File: config.mk
export PLATFORM = sky130hd
export DESIGN_NAME = systolic_input_skewer
export DESIGN_NICKNAME = d
export VERILOG_FILES = /design/src/rtl/systolic_pkg.sv /design/src/rtl/systolic_delay_line.sv /design/src/rtl/systolic_input_skewer.sv
export SDC_FILE = /design/constraint.sdc
export NUM_CORES = 1
export LEC_CHECK = 0
export ABC_AREA = 1
export BUFFER_PORTS_ARGS = -buffer_cell sky130_fd_sc_hd__buf_4
export CORE_MARGIN = 2
export CORE_UTILIZATION = 55
export DETAILED_ROUTE_END_ITERATION = 7
export PLACE_DENSITY = 0.8
export SETUP_SLACK_MARGIN = 0.4
export SYNTH_ARGS = -nofsm -noshare
export SYNTH_HDL_FRONTEND = slang
export SYNTH_HIERARCHICAL = 1
export SYNTH_SLANG_ARGS = --single-unit
File: constraint.sdc
create_clock -name clk -period 1.9 [get_ports clk]
set_input_delay 0.38 -clock clk [delete_from_list [all_inputs] [get_ports clk]]
set_output_delay 0.38 -clock clk [all_outputs]
set_load 0.05 [all_outputs]
File: src/rtl/systolic_pkg.sv
// Shared types and defaults for the systolic array front end and PE array.
package systolic_pkg;

    typedef enum logic [1:0] {
        IDLE,
        STREAM,
        DRAIN
    } skew_state_e;

    localparam int N_LANES_DEF    = 4;
    localparam int DATA_WIDTH_DEF = 8;

endpackage

File: src/rtl/systolic_delay_line.sv
// Fixed-depth register chain, shifts every cycle.
module systolic_delay_line #(
    parameter int DEPTH = 1,
    parameter int WIDTH = 8
) (
    input  logic             clk,
    input  logic             rst,
    input  logic [WIDTH-1:0] d,
    output logic [WIDTH-1:0] q
);

    logic [WIDTH-1:0] pipe_q [DEPTH];

    always_ff @(posedge clk) begin
        if (rst) begin
            for (int s = 0; s < DEPTH; s++) begin
                pipe_q[s] <= '0;
            end
        end else begin
            pipe_q[0] <= d;
            for (int s = 1; s < DEPTH; s++) begin
                pipe_q[s] <= pipe_q[s-1];
            end
        end
    end

    assign q = pipe_q[DEPTH-1];

endmodule

File: src/rtl/systolic_input_skewer.sv
// Skews input vectors diagonally so lane i reaches array row i i+1 cycles later.
module systolic_input_skewer
    import systolic_pkg::*;
#(
    parameter int N_LANES    = N_LANES_DEF,
    parameter int DATA_WIDTH = DATA_WIDTH_DEF
) (
    input  logic                          clk,
    input  logic                          rst,
    input  logic                          in_valid,
    output logic                          in_ready,
    input  logic [N_LANES*DATA_WIDTH-1:0] in_data,
    input  logic                          in_last,
    output logic [N_LANES*DATA_WIDTH-1:0] out_data,
    output logic [N_LANES-1:0]            out_lane_valid,
    output logic                          out_done,
    output logic                          busy
);

    localparam int CW = (N_LANES > 1) ? $clog2(N_LANES) : 1;

    skew_state_e   state_q, state_d;
    logic [CW-1:0] cnt_q, cnt_d;
    logic          xfer;

    assign in_ready = (state_q != DRAIN);
    assign busy     = (state_q != IDLE);
    assign xfer     = in_valid & in_ready;

    always_ff @(posedge clk) begin
        if (rst) begin
            state_q <= IDLE;
            cnt_q   <= '0;
        end else begin
            state_q <= state_d;
            cnt_q   <= cnt_d;
        end
    end

    always_comb begin
        state_d = state_q;
        cnt_d   = cnt_q;
        unique case (state_q)
            IDLE, STREAM: begin
                if (xfer) begin
                    cnt_d = '0;
                    if (in_last) begin
                        state_d = (N_LANES == 1) ? IDLE : DRAIN;
                    end else begin
                        state_d = STREAM;
                    end
                end
            end
            DRAIN: begin
                // Hold off the next tile until the last vector's head clears lane N-2.
                if (cnt_q == CW'(N_LANES - 2)) begin
                    state_d = IDLE;
                    cnt_d   = '0;
                end else begin
                    cnt_d = cnt_q + CW'(1);
                end
            end
            default: begin
                state_d = IDLE;
                cnt_d   = '0;
            end
        endcase
    end

    for (genvar g = 0; g < N_LANES; g++) begin : g_lane
        logic [DATA_WIDTH:0] head_d;
        logic [DATA_WIDTH:0] tail_q;

        assign head_d[DATA_WIDTH]     = xfer;
        assign head_d[DATA_WIDTH-1:0] =
            xfer ? in_data[g*DATA_WIDTH +: DATA_WIDTH] : '0;

        systolic_delay_line #(
            .DEPTH (g + 1),
            .WIDTH (DATA_WIDTH + 1)
        ) u_line (
            .clk (clk),
            .rst (rst),
            .d   (head_d),
            .q   (tail_q)
        );

        assign out_lane_valid[g] = tail_q[DATA_WIDTH];
        assign out_data[g*DATA_WIDTH +: DATA_WIDTH] =
            tail_q[DATA_WIDTH] ? tail_q[DATA_WIDTH-1:0] : '0;
    end

    // The last flag rides alongside lane N-1 so done lines up with its element.
    systolic_delay_line #(
        .DEPTH (N_LANES),
        .WIDTH (1)
    ) u_last_line (
        .clk (clk),
        .rst (rst),
        .d   (xfer & in_last),
        .q   (out_done)
    );

endmodule

### Word-level counts from Yosys, hierarchy flattened

Memories as Yosys holds them, arrays and structs flattened.
Index checks and enable logic that the tools add are counted.

| word-level totals | value |
|---|---|
| register bits after elaboration | 4 |
| input bits | 36 |
| memories | 5 |
| bits in writable memories | 94 |
| output and inout port bits | 39 |
| word-level logic and storage cells | 67 |

Memories:

| memory | words | width | read ports | clocked after Yosys merged registers in | write ports | RTL line | RTL |
|---|---|---|---|---|---|---|---|
| g_lane[3].u_line.pipe_q | 4 | 9 | 4 | 0 | 4 | systolic_delay_line.sv:12 | `logic [WIDTH-1:0] pipe_q [DEPTH];` |
| g_lane[2].u_line.pipe_q | 3 | 9 | 3 | 0 | 3 | systolic_delay_line.sv:12 |  |
| g_lane[1].u_line.pipe_q | 2 | 9 | 2 | 0 | 2 | systolic_delay_line.sv:12 |  |
| g_lane[0].u_line.pipe_q | 1 | 9 | 1 | 0 | 1 | systolic_delay_line.sv:12 |  |
| u_last_line.pipe_q | 4 | 1 | 4 | 0 | 4 | systolic_delay_line.sv:12 |  |

| cells by class | value |
|---|---|
| reductions and logical operators | 5 |
| $add $sub $neg | 1 |
| equal/unequal tests | 6 |
| bitwise logic cells | 15 |
| multiplexer cells | 33 |

Operators by type and width:

| kind | number |
|---|---|
| 9-bit 2-to-1 mux | 10 |
| 8-bit 2-to-1 mux | 8 |
| 1-bit OR | 13 |
| 2-bit 2-to-1 mux | 5 |
| 9-bit OR reduction | 1 |
| 1-bit 2-to-1 mux | 8 |
| 2-bit case mux with 2 select lines | 2 |
| 2-bit inequality test, second input constant | 3 |
| 2-bit == test, second input constant | 2 |
| 2-bit by 1-bit adder with 2-bit output, second input constant | 1 |
| 1-bit bitwise AND | 2 |
| 2-bit by 1-bit == test with 1-bit output, second input constant | 1 |
| 2-bit logical NOT | 1 |
| 2-bit AND reduction | 1 |
| 2-bit nonzero test | 1 |
| 2-bit OR reduction | 1 |

### Longest topological paths before layout

Gate-level depths: netlist (run 1).

| depth | value |
|---|---|
| word-level depth | 4 |
| mapped depth | 7 |
| depth with buffers taken out | 6 |

### Hierarchy

The synthesis (run 1) kept the hierarchy.

Modules (own cells, without submodules):

| module | cells each | sequential area each (um^2) | area each (um^2) | times used |
|---|---|---|---|---|
| systolic_delay_line at g_lane[3].u_line | 112 | 720.7 | 1041.0 | 1 |
| systolic_delay_line at g_lane[2].u_line | 93 | 540.5 | 847.1 | 1 |
| systolic_input_skewer | 166 | 80.1 | 745.7 | 1 |
| systolic_delay_line at g_lane[1].u_line | 65 | 360.3 | 589.3 | 1 |
| systolic_delay_line at g_lane[0].u_line | 28 | 180.2 | 259.0 | 1 |
| systolic_delay_line at u_last_line | 12 | 80.1 | 110.1 | 1 |

### Worst setup path before layout (run 1)

OpenSTA, ideal clock, no wires.

| path | value |
|---|---|
| kind | register -> output |
| start | mem g_lane[0].u_line/pipe_q[0][8] (netlist bit) |
| end | out out_data[0] |
| arrival time | 1.263 ns |
| data required time | 1.520 ns |
| buffers on the path | 1 |
| cell stages (with the launch flop) | 4 |
| slack | 0.257 ns |
| cell sequence | dfxtp_1 clkbuf_1 nand2_1 inv_1 |

| on the way | value |
|---|---|
| longest elaborated chain between the ends | 2 |

Ends and longest elaborated chain:

| what | RTL line | RTL |
|---|---|---|
| start: declaration | systolic_delay_line.sv:12 |  |
| memory 1 x 9 bit | - |  |
| 8-bit 2-to-1 mux | systolic_input_skewer.sv:90 | `tail_q[DATA_WIDTH] ? tail_q[DATA_WIDTH-1:0] : '0;` |
| end: declaration | systolic_input_skewer.sv:14 | `output logic [N_LANES*DATA_WIDTH-1:0] out_data,` |

Every way passes these cells.

### Worst setup path after layout (run 1)

| path | value |
|---|---|
| start | reg state_q[0] |
| end | out in_ready |

| on the way | value |
|---|---|
| longest elaborated chain between the ends | 1 |

Ends and longest elaborated chain:

| what | RTL line | RTL |
|---|---|---|
| start: declaration | systolic_input_skewer.sv:22 | `skew_state_e state_q, state_d;` |
| start signal: assignment | systolic_input_skewer.sv:35 | `state_q <= state_d;` |
| 2-bit inequality test | systolic_input_skewer.sv:26 | `assign in_ready = (state_q != DRAIN);` |
| end: declaration | systolic_input_skewer.sv:11 | `output logic in_ready,` |

Every way passes these cells.

==> metrics.md, run 1 <==
| Metric | Value |
|---|---|
| Routed WL per cell | about 8.3 um |
| Seq/Total Area, Yosys | 0.5462 |
| ANT cells | 0 |
| Number of global-route vias before repair | 2256 |
| Synthesized area | 3592 um^2 |
| Post-Synthesis Cells | 476 |
| WS Path Type | reg2out |
| Utilization after layout | 0.6599 |
| Critical path peak fanout | 5 |
| Fmax | 693.7 MHz |
| CP delay by family, top | flip-flops |
| Status | completed |
| Most common cell after layout, fill and taps aside | inv_1 |
| Remaining routing DRC violations | 0 |
| Fin nets | around 560 |
| Multi-input logic area | between 700 and 800 um^2 |
| Vias per Instance | 4.051 |
| Switching Power | approximately 0.83 mW |
| Reg area | 1981 um^2 |
| Finish-stage setup viols | 0 |
| RePlAce Congestion | between 0.7 and 0.8 |
| Cell area power density | 883.3 nW/um^2 |
| # hold bufs at CTS | 0 |
| Clock Sinks | 98 |
| Worst slew margin | 0.7197 |
| Clk_skew | 0.008068 ns |
| Remaining Overflow, GRT | 0 |
| Fill cells | ~560 |
| Master cell of the clock root buffer | clkbuf_8 |
| Area grow syn2layout | 16.65% |
| Clock share of power | 0.337 |
| Max stage delay on crit path | 0.32 ns |
| Clock buffer count from CTS | 9 |
| Synth unique cells | 16 |
| RSZ-0062 raised after global routing | yes |
| Period utilization | 0.7587 |
| DRT Pass-1 Iters | 6 |
| Logic pwr share | 0.083 |
| Core box area | about 6300 um^2 |
| Die area | 7194 um^2 |
| Height of the die | 84.82 um |
| Peak VDD IR | between 500 and 600 uV |
| Lkg Pwr | approximately 2.3 nW |
| Longest Clk Path Bufs | 2 |
| Die Wd | 84.82 um |
| Wire length of the first global-routing pass | 8783 um |
| Max H-tree Level | 3 |
| Clock Latency Late Sink | 0.34 ns |
| Placed cells | 594 |
| Initial Utilization | 0.5657 |
| Share of layout cells above drive strength 1 | 0.1880 |
| Worst path cell trace | inv_1 -> nand2_4 -> buf_8 |
| CP endpoint kind | output pin |
| Final HPWL DP | ~3500 um |
| Sequential share of power | 0.580 |
| Minimum clock period | 1.442 ns |
| Final Max Tran Viols | 0 |
| CTS tree | yes |
| R2r setup slk | 0.73 ns |
| Post-CTS Setup Repair Bufs | 0 |
| Final Hold Fails | 0 |
| Ys Warns | 6 |
| Port bufs | 74 |
| Worst Path Required | 1.52 ns |
| Switching Share | 0.2230 |
| Final ANT Viol Nets | 0 |
| Pin count of the biggest net entering global routing | 43 |
| Final Non-Filler Cells | 609 |
| Vias | 2467 |
| Ports | 75 |
| CP startpoint kind | flip-flop |
| Initial antenna violation count | 0 |
| Initial DRC Count | 94 |
| #FFs+latches synth | 98 |
| Worst-path clk slew | ~0.080 ns |
| Critical Path AT | roughly 1.1 ns |
| Post-Synthesis Net Count | slightly above 500 |
| # rows | 29 |
| Fin area | 4190 um^2 |
| Final wirelength | 5060 um |
| Slew at the pin closest to its max-slew limit | 0.4204 ns |
| Crit path buffers/inverters | 2 |
| All-layer global routing usage | 0.1513 |
| CP max stage cell | dfxtp_1 |
| # Max-Cap Violations | 0 |
| Most frequent cells in the layout | inv_1, nor2_1, dfxtp_1, buf_4, nand2_1 |
| Mean post-synth cell area | roughly 7.5 um^2 |
| Instance area at placement | 3974 um^2 |
| Worst Hold Class | in2reg |
| Total negative slack | 0 ns |
| Internal power | ~2.9 mW |
## state kept, by name (all words and copies together) (netlist names)
signal and flops:
g_lane.u_line/pipe_q 90, u_last_line/pipe_q 4, cnt_q 2, state_q 2
## power by group through the flow
stage | Sequential (mW) | Combinational (mW) | Clock, mW
CTS | 2.15 | 0.306 | 1.29
finish | 2.15 | 0.308 | 1.25
floorplan | 2.19 | 0.236 | 0
global placement | 2.19 | 0.298 | 0
detailed placement | 2.20 | 0.306 | 0
global route | 2.15 | 0.349 | 1.37
## Yosys cell counts (all sizes together)
cell	instances	area share
inv	165	0.17
nor2	132	0.14
dfxtp	98	0.55
nand2	38	0.046
buf	31	0.079
clkbuf	4	0.0042
a21oi	3	0.0042
o21ai	3	0.0042
nand3	1	0.0014
nand4	1	0.0017
## logic make-up (layout without fill, tap and decap cells)
group / Yosys count / count (layout) / synth area share
buf+inv: 200 / 256 / 0.2560
flops: 98 / 98 / 0.5462
simple gates: 172 / 172 / 0.1895
compound gates: 6 / 6 / 0.008357
## path summary, 6_finish.rpt
path	start	to	cells after the start
min	in_data[6]	g_lane[0].u_line/pipe_q[0][6]	5
min reg2reg	g_lane[1].u_line/pipe_q[0][8]	g_lane[1].u_line/pipe_q[0][17]	2
max reg2reg	state_q[0]	state_q[0]	6
max	state_q[0]	in_ready	3
## worst min-delay path: cells and delay by family
family                 cells  cell delay [ns]
AND/OR/NAND/NOR            2             0.06
buffers and inverters      3             0.19
## final cells by class
| class | count | area share |
|---|---|---|
| Multi-Input combinational cell | 178 | 0.1696 |
| Timing Repair Buffer | 76 | 0.1427 |
| Clock buffer | 12 | 0.03464 |
| Inverter | 165 | 0.1478 |
| Sequential cell | 98 | 0.4727 |
| Clock inverter | 3 | 0.009555 |
| Tap cell | 77 | 0.02299 |
## per-stage QoR
| step | setup WS [ns] | power [mW] | hold WS [ns] |
|---|---|---|---|
| finish | 0.4585 | 3.701 | 0.3191 |
| global route | 0.3892 | 3.876 | 0.3170 |
| CTS | 0.3957 | 3.748 | 0.2979 |
| detailed placement | 0.6606 | 2.504 | 0.3924 |
| global placement | 0.6653 | 2.492 | 0.3869 |
| floorplan | 0.4130 | 2.429 | 0.3809 |
## layer usage
layer  track usage  up-vias  part of all wire  wire length [um]
li1              -     1347                 -                 -
met4       0.05628        0            0.0067                34
met3       0.04669        2             0.045               226
met1        0.1591     1073              0.43              2162
met5             0        -                 0                 0
met2        0.2820       45              0.52              2637
## timing repair
| action | in CTS | in global routing |
|---|---|---|
| resized for setup | 3 | 10 |
| setup endpoints to repair | 18 | 28 |
| pin swaps | 0 | 0 |
| gates cloned | 0 | 0 |
| endpoints found under the hold margin | 0 | 0 |
Note: power is estimated with default switching activity, not from simulation.
==> run 2, diff against run 1 <==
--- a/config.mk
+++ b/config.mk
@@ -8,9 +8,9 @@
 export ABC_AREA = 1
 export BUFFER_PORTS_ARGS = -buffer_cell sky130_fd_sc_hd__buf_4
 export CORE_MARGIN = 2
-export CORE_UTILIZATION = 55
+export CORE_UTILIZATION = 49
 export DETAILED_ROUTE_END_ITERATION = 7
-export PLACE_DENSITY = 0.8
+export PLACE_DENSITY = 0.76
 export SETUP_SLACK_MARGIN = 0.4
 export SYNTH_ARGS = -nofsm -noshare
 export SYNTH_HDL_FRONTEND = slang
==> constraint.sdc (replaced) <==
create_clock -name clk -period 1.2 [get_ports clk]
set_input_delay 0.24 -clock clk [delete_from_list [all_inputs] [get_ports clk]]
set_output_delay 0.24 -clock clk [all_outputs]
set_load 0.05 [all_outputs]
==> run 2 against run 1 <==
  * The flow now finishes with violations (setup timing)
  * Worst hold slack got worse by 0.15 ns
  * Die area rose by 12%
  * Global-route usage rose by 4.0 points
  * Routed wire length rose by 48%
  * Non-clock buffer count rose by 19
  * Design area rose by 29%
  * Register-to-register slack got worse by 0.74 ns
  * Sequential power rose by 59%
  * Critical path type unchanged
  * Largest power group unchanged
==> metrics.md, run 2 (synthesis results as in run 1) <==
| Metric | Value |
|---|---|
| Status | finished, violations left |
| Failing checks | setup timing |
| Initial Utilization | 0.5006 (-0.06510) |
| CP startpoint kind | flip-flop |
| # hold bufs at CTS | 0 (unchanged) |
| Largest Register | g_lane.u_line/pipe_q |
| Final HPWL DP | 3732 um (+5.7%) |
| Fmax | 718.0 MHz |
| Most frequent cells in the layout | inv_1, nor2_1, dfxtp_1, buf_4, clkinvlp_4 |
| Port bufs | 74 (unchanged) |
| Remaining Overflow, GRT | 0 (unchanged) |
| CP endpoint kind | output pin |
| # Max-Cap Violations | 0 (unchanged) |
| Die Wd | 89.62 um (+5.7%) |
| All-layer global routing usage | 0.1913 (+0.04000) |
| Core box area | 7176 um^2 (+13%) |
| # rows | 31 (+6.9%) |
| Utilization after layout | 0.7533 (+0.09337) |
| Most common cell after layout, fill and taps aside | inv_1 |
| RePlAce Congestion | 0.8280 (+12%) |
| Initial DRC Count | 83 (-12%) |
| Remaining routing DRC violations | 0 (unchanged) |
| Fin nets | 590 (+4.6%) |
| Master cell of the clock root buffer | clkbuf_8 |
| Ports | 75 (unchanged) |
| Final hold slack | 0.1738 ns (-0.1453 ns) |
| Clock Latency Late Sink | 0.36 ns (+0.02 ns) |
| Slew at the pin closest to its max-slew limit | 0.4485 ns (+0.02805 ns) |
| Clock buffer count from CTS | 9 (unchanged) |
| Max FFs per register | 90 (unchanged) |
| DRT Pass-1 Iters | 4 (-2) |
| Die area | 8032 um^2 (+12%) |
| Min-delay src | in_last |
| Initial antenna violation count | 0 (unchanged) |
| Area grow syn2layout | 50.47% |
| Pin count of the biggest net entering global routing | 30 (-30%) |
| Wire length of the first global-routing pass | 11360 um (+29%) |
| Setup ws final | -0.1928 ns (-0.6513 ns) |
| R2r setup slk | -0.01 ns (-0.74 ns) |
| Hold Path Sink | state_q[1] |
| Routed WL per cell | 11.38 um (+37%) |
| Peak VDD IR | 850.2 uV (+43%) |
| Minimum clock period | 1.393 ns |
| Critical Path AT | 1.15 ns (+0.09 ns) |
| Worst flop-to-flop path endpoint | state_q[0] |
| Clk_skew | 0.01013 ns (+0.002066 ns) |
| Placed cells | 622 (+4.7%) |
| Cell area power density | 1199 nW/um^2 (+36%) |
| Final Max Tran Viols | 0 (unchanged) |
| Hold Path Depth | 3 (-2) |
| Final ANT Viol Nets | 0 (unchanged) |
| Lkg Pwr | 2.528 nW (+10%) |
| Leading registers by flop count | g_lane.u_line/pipe_q x90, u_last_line/pipe_q x4 |
| Vias | 2743 (+11%) |
| RSZ-0062 raised after global routing | yes |
| Share of layout cells above drive strength 1 | 0.4204 (+0.2324) |
| Clock Sinks | 98 (unchanged) |
| Finish-stage setup viols | 42 (+42) |
| ANT cells | 0 (unchanged) |
| Final Hold Fails | 0 (unchanged) |
| Longest Clk Path Bufs | 2 (unchanged) |
| Height of the die | 89.62 um (+5.7%) |
| Number of global-route vias before repair | 2585 (+15%) |
| Number of cells on the worst reg-to-reg path | 8 (+2) |
| Period utilization | 1.161 |
| WS Path Type | reg2out |
| Worst Path Required | 0.96 ns (-0.56 ns) |
| Worst slew margin | 0.7010 (-0.01870) |
| Final wirelength | 7491 um (+48%) |
| Final Non-Filler Cells | 658 (+8.0%) |
| Worst Hold Class | in2reg |
| Vias per Instance | 4.169 (+2.9%) |
| Worst r2r src | state_q[0] |
| Fill cells | 455 (-19%) |
| Critical path peak fanout | 9 (+4) |
| Worst-path clk slew | 0.08 ns (about the same) |
| Max H-tree Level | 3 (unchanged) |
| CTS tree | yes |
| DP Worst Slack | 0.1525 ns (-0.5081 ns) |
run 2: timing repair:
item | in CTS | in global routing
resized for setup | 129 | 48
pin swaps | 5 | 6
endpoints found under the setup margin | 80 | 80
gates cloned | 9 | 0
setup buffers | 8 | 3
run 2: power by group:
group	total [mW]	switching (mW)	internal (mW)
Combinational	0.901	0.507	0.394
Clock	2.16	1.07	1.09
Sequential	3.42	0.0625	3.36
run 2: final cells by class:
cell class                 count  area (um^2)  share of cell area
inverter                     165        757.0              0.1400
clock buffer                  12        156.4             0.02894
clock inverter                 4        50.05            0.009259
tap                           99        123.9             0.02292
timing repair buffer          95         1104              0.2042
multi-input combinational    185         1234              0.2282
sequential                    98         1981              0.3664
run 2: worst max-delay path by stage:
stage                                        start           end  slack [ns]  cells after the start
floorplan           g_lane[1].u_line/pipe_q[0][17]  out_data[10]        0.06                      4
detailed placement  g_lane[2].u_line/pipe_q[0][26]  out_data[21]        0.15                      4
global route        g_lane[2].u_line/pipe_q[0][26]  out_data[19]       -0.24                      4
global placement                        state_q[0]    state_q[0]        0.19                      6
finish               g_lane[0].u_line/pipe_q[0][8]   out_data[0]       -0.19                      3
CTS                 g_lane[2].u_line/pipe_q[0][26]  out_data[21]       -0.20                      4
run 2: per-stage QoR:
| stage | TNS [ns] | instance area (um^2) | power, mW |
|---|---|---|---|
| 6_report | -5.515 | 5405 | 6.480 |
| 4_1_cts | -5.443 | 5228 | 6.384 |
| 2_1_floorplan | 0 | 3895 | 3.903 |
| 3_3_place_gp | 0 | 4289 | 4.003 |
| 5_1_grt | -7.484 | 5405 | 6.739 |
| 3_5_place_dp | 0 | 4289 | 4.019 |
run 2: worst max-delay path, stage by stage, from the launching register on:
cell and delay [ns]:
dfxtp_4 0.43, nand2_1 0.12, clkinvlp_4 0.10, buf_6 0.15
run 2: per-layer routing:
metal / share of wire / wire [um] / GRT usage
met3: 0.039 / 289 / 0.05210
met2: 0.56 / 4210 / 0.3523
met5: 0 / 0 / 0
met1: 0.37 / 2750 / 0.1988
met4: 0.032 / 240 / 0.09362
==> run 3, diff against run 2 <==
--- a/config.mk
+++ b/config.mk
@@ -8,10 +8,11 @@
 export ABC_AREA = 1
 export BUFFER_PORTS_ARGS = -buffer_cell sky130_fd_sc_hd__buf_4
 export CORE_MARGIN = 2
-export CORE_UTILIZATION = 49
+export CORE_UTILIZATION = 45
 export DETAILED_ROUTE_END_ITERATION = 7
-export PLACE_DENSITY = 0.76
+export PLACE_DENSITY = 0.7
 export SETUP_SLACK_MARGIN = 0.4
+export SKIP_CTS_REPAIR_TIMING = 1
 export SYNTH_ARGS = -nofsm -noshare
 export SYNTH_HDL_FRONTEND = slang
 export SYNTH_HIERARCHICAL = 1
==> run 3 against run 2 <==
  * The run still ends with setup timing left
  * Worst hold slack got worse by 0.066 ns
  * Register-to-register slack barely moved
  * Maximum frequency fell by 0.56%
  * Design area fell by 0.86%
  * Critical path type unchanged
  * Critical endpoint is now out_data[5]
  * Largest cell class unchanged
==> metrics.md, run 3 (synthesis results as in run 1) <==
| Metric | Value |
|---|---|
| Worst-path clk slew | 0.10 ns (+0.02 ns) |
| Worst r2r src | state_q[1] |
| Worst Hold Class | in2reg |
| # rows | 32 (+3.2%) |
| Clock buffer count from CTS | 9 (unchanged) |
| CTS tree | yes |
| Routed WL per cell | 10.78 um (-5.4%) |
| RePlAce Congestion | 0.7742 (-6.5%) |
| Pin count of the biggest net entering global routing | 49 (+63%) |
| Max H-tree Level | 3 (unchanged) |
| Die Wd | 93.35 um (+4.2%) |
| DRT Pass-1 Iters | 4 (unchanged) |
| # Max-Cap Violations | 0 (unchanged) |
| RSZ-0062 raised after global routing | yes |
| Max FFs per register | 90 (unchanged) |
| Number of cells on the worst reg-to-reg path | 7 (-1) |
| Vias | 2664 (-2.9%) |
| Crit path buffers/inverters | 3 (+1) |
| CP startpoint | g_lane[0].u_line/pipe_q[0][8] |
| Slew at the pin closest to its max-slew limit | 0.4310 ns (-0.01744 ns) |
| Final Max Tran Viols | 0 (unchanged) |
| Critical Path AT | 1.16 ns (about the same) |
| Core box area | 7727 um^2 (+7.7%) |
| Critical path peak fanout | 6 (-3) |
| Lkg Pwr | 2.514 nW (-0.55%) |
| Fmax | 714.0 MHz (-0.56%) |
| Number of global-route vias before repair | 2179 (-16%) |
| Worst Path Required | 0.96 ns (about the same) |
| Ports | 75 (unchanged) |
| Placed cells | 621 (-0.16%) |
| CP delay by family, top | flip-flops |
| Initial DRC Count | 78 (-6.0%) |
| Instance area at placement | 4275 um^2 (-0.32%) |
| Final Hold Fails | 0 (unchanged) |
| Utilization after layout | 0.6935 (-0.05978) |
| CP startpoint kind | flip-flop |
| Fin area | 5359 um^2 (-0.86%) |
| Worst path cell trace | buf_8 -> nand2_4 -> clkinvlp_4 -> buf_8 |
| Cell area power density | 1200 nW/um^2 (about the same) |
| Area grow syn2layout | 49.18% |
| All-layer global routing usage | 0.1288 (-0.06248) |
| Remaining routing DRC violations | 0 (unchanged) |
| Largest Register | g_lane.u_line/pipe_q |
| Failing checks | setup timing |
| Height of the die | 93.35 um (+4.2%) |
| Fin nets | 587 (-0.51%) |
| Longest Clk Path Bufs | 2 (unchanged) |
| Final HPWL DP | 3609 um (-3.3%) |
| ANT cells | 0 (unchanged) |
| Worst slew margin | 0.7127 (+0.01163) |
| Minimum clock period | 1.401 ns (+0.007812 ns) |
| Share of layout cells above drive strength 1 | 0.4442 (+0.02385) |
| Most frequent cells in the layout | inv_1, nor2_1, dfxtp_1, buf_4, clkinvlp_4 |
| Status | finished, violations left |
| CP endpoint kind | output pin |
| Port bufs | 74 (unchanged) |
| Worst flop-to-flop path endpoint | g_lane[3].u_line/pipe_q[0][6] |
| Vias per Instance | 4.049 (-2.9%) |
| Max stage delay on crit path | 0.38 ns (-0.05 ns) |
| Wire length of the first global-routing pass | 8811 um (-22%) |
| Master cell of the clock root buffer | clkbuf_8 |
| WS Path Type | reg2out |
| CP most frequent cell | buf_8 |
| Final ANT Viol Nets | 0 (unchanged) |
| Finish-stage setup viols | 40 (-4.8%) |
| WP depth | 4 (+1) |
| Clock Sinks | 98 (unchanged) |
| Initial antenna violation count | 0 (unchanged) |
| Most common cell after layout, fill and taps aside | inv_1 |
| Setup ws final | -0.2006 ns (-0.007812 ns) |
| Clock Latency Late Sink | 0.35 ns (about the same) |
| Die area | 8713 um^2 (+8.5%) |
| R2r setup slk | -0.02 ns (about the same) |
| CP max stage cell | dfxtp_4 |
| Worst Setup EP | out_data[5] |
| Period utilization | 1.167 (+0.006510) |
| Final wirelength | 7090 um (-5.4%) |
| Initial Utilization | 0.4649 (-0.03575) |
| Leading registers by flop count | g_lane.u_line/pipe_q x90, u_last_line/pipe_q x4 |
| Peak VDD IR | 665.7 uV (-22%) |
| DP Worst Slack | 0.1524 ns (-0.00008500 ns) |
| Final Non-Filler Cells | 658 (unchanged) |
| Clk_skew | 0.01014 ns (+0.000001800 ns) |
| Remaining Overflow, GRT | 0 (unchanged) |
## run 3: cell types whose count changed in the layout (fill, tap and decap cells not counted), moves of 3 or more
| cell | previous run | this run |
|---|---|---|
| buf_4 | 42 | 50 |
| buf_6 | 16 | 13 |
| buf_8 | 28 | 21 |
| inv_1 | 122 | 113 |
| inv_2 | 7 | 17 |
| nor2_2 | 21 | 13 |
| nor2_4 | 19 | 28 |
## run 3: through the flow
stage                     TNS, ns  power [mW]  hold WS [ns]
final                      -5.460       6.428        0.1080
after global placement          0       4.002        0.3911
after detailed placement        0       4.017        0.3922
after CTS                  -7.069       6.071       0.09587
after floorplan                 0       3.903        0.3017
after global routing       -7.729       6.675        0.1074
## run 3: worst register-to-register path: cells and delay by family, from the launching register on
| kind | cells | cell delay (ns) |
|---|---|---|
| DFF | 1 | 0.40 |
| buffers and inverters | 3 | 0.35 |
| and+or+nand+nor | 4 | 0.41 |
## run 3: how the worst min path moves through the flow
stage | endpoint | start | cells past startpoint | slack, ns
finish | state_q[1] | rst | 2 | 0.11
global route | state_q[1] | rst | 2 | 0.11
CTS | state_q[1] | rst | 2 | 0.1
detailed placement | g_lane[2].u_line/pipe_q[0][24] | g_lane[2].u_line/pipe_q[0][15] | 2 | 0.39
global placement | g_lane[3].u_line/pipe_q[3][8] | g_lane[3].u_line/pipe_q[2][8] | 2 | 0.39
floorplan | state_q[1] | rst | 1 | 0.30
## run 3: metal layers
metal	track usage	vias up	wire length, um
li1	-	1411	-
met1	0.1361	1190	2814
met2	0.2338	53	3904
met3	0.03143	10	221
met4	0.06985	0	150
met5	0	-	0
## run 3: area by class of cell
type,instances,area [um^2]
clock inverters,4,31.28
fillers,579,2369
clock buffers,12,176.4
repair buffers,92,997.2
flip-flops and latches,98,1981
multi-input cells,185,1289
inverters,165,757.0
well taps,102,127.6
## run 3: power by group
group | internal (mW) | switching, mW
Combinational | 0.382 | 0.522
Clock | 1.01 | 1.10
Sequential | 3.36 | 0.0558
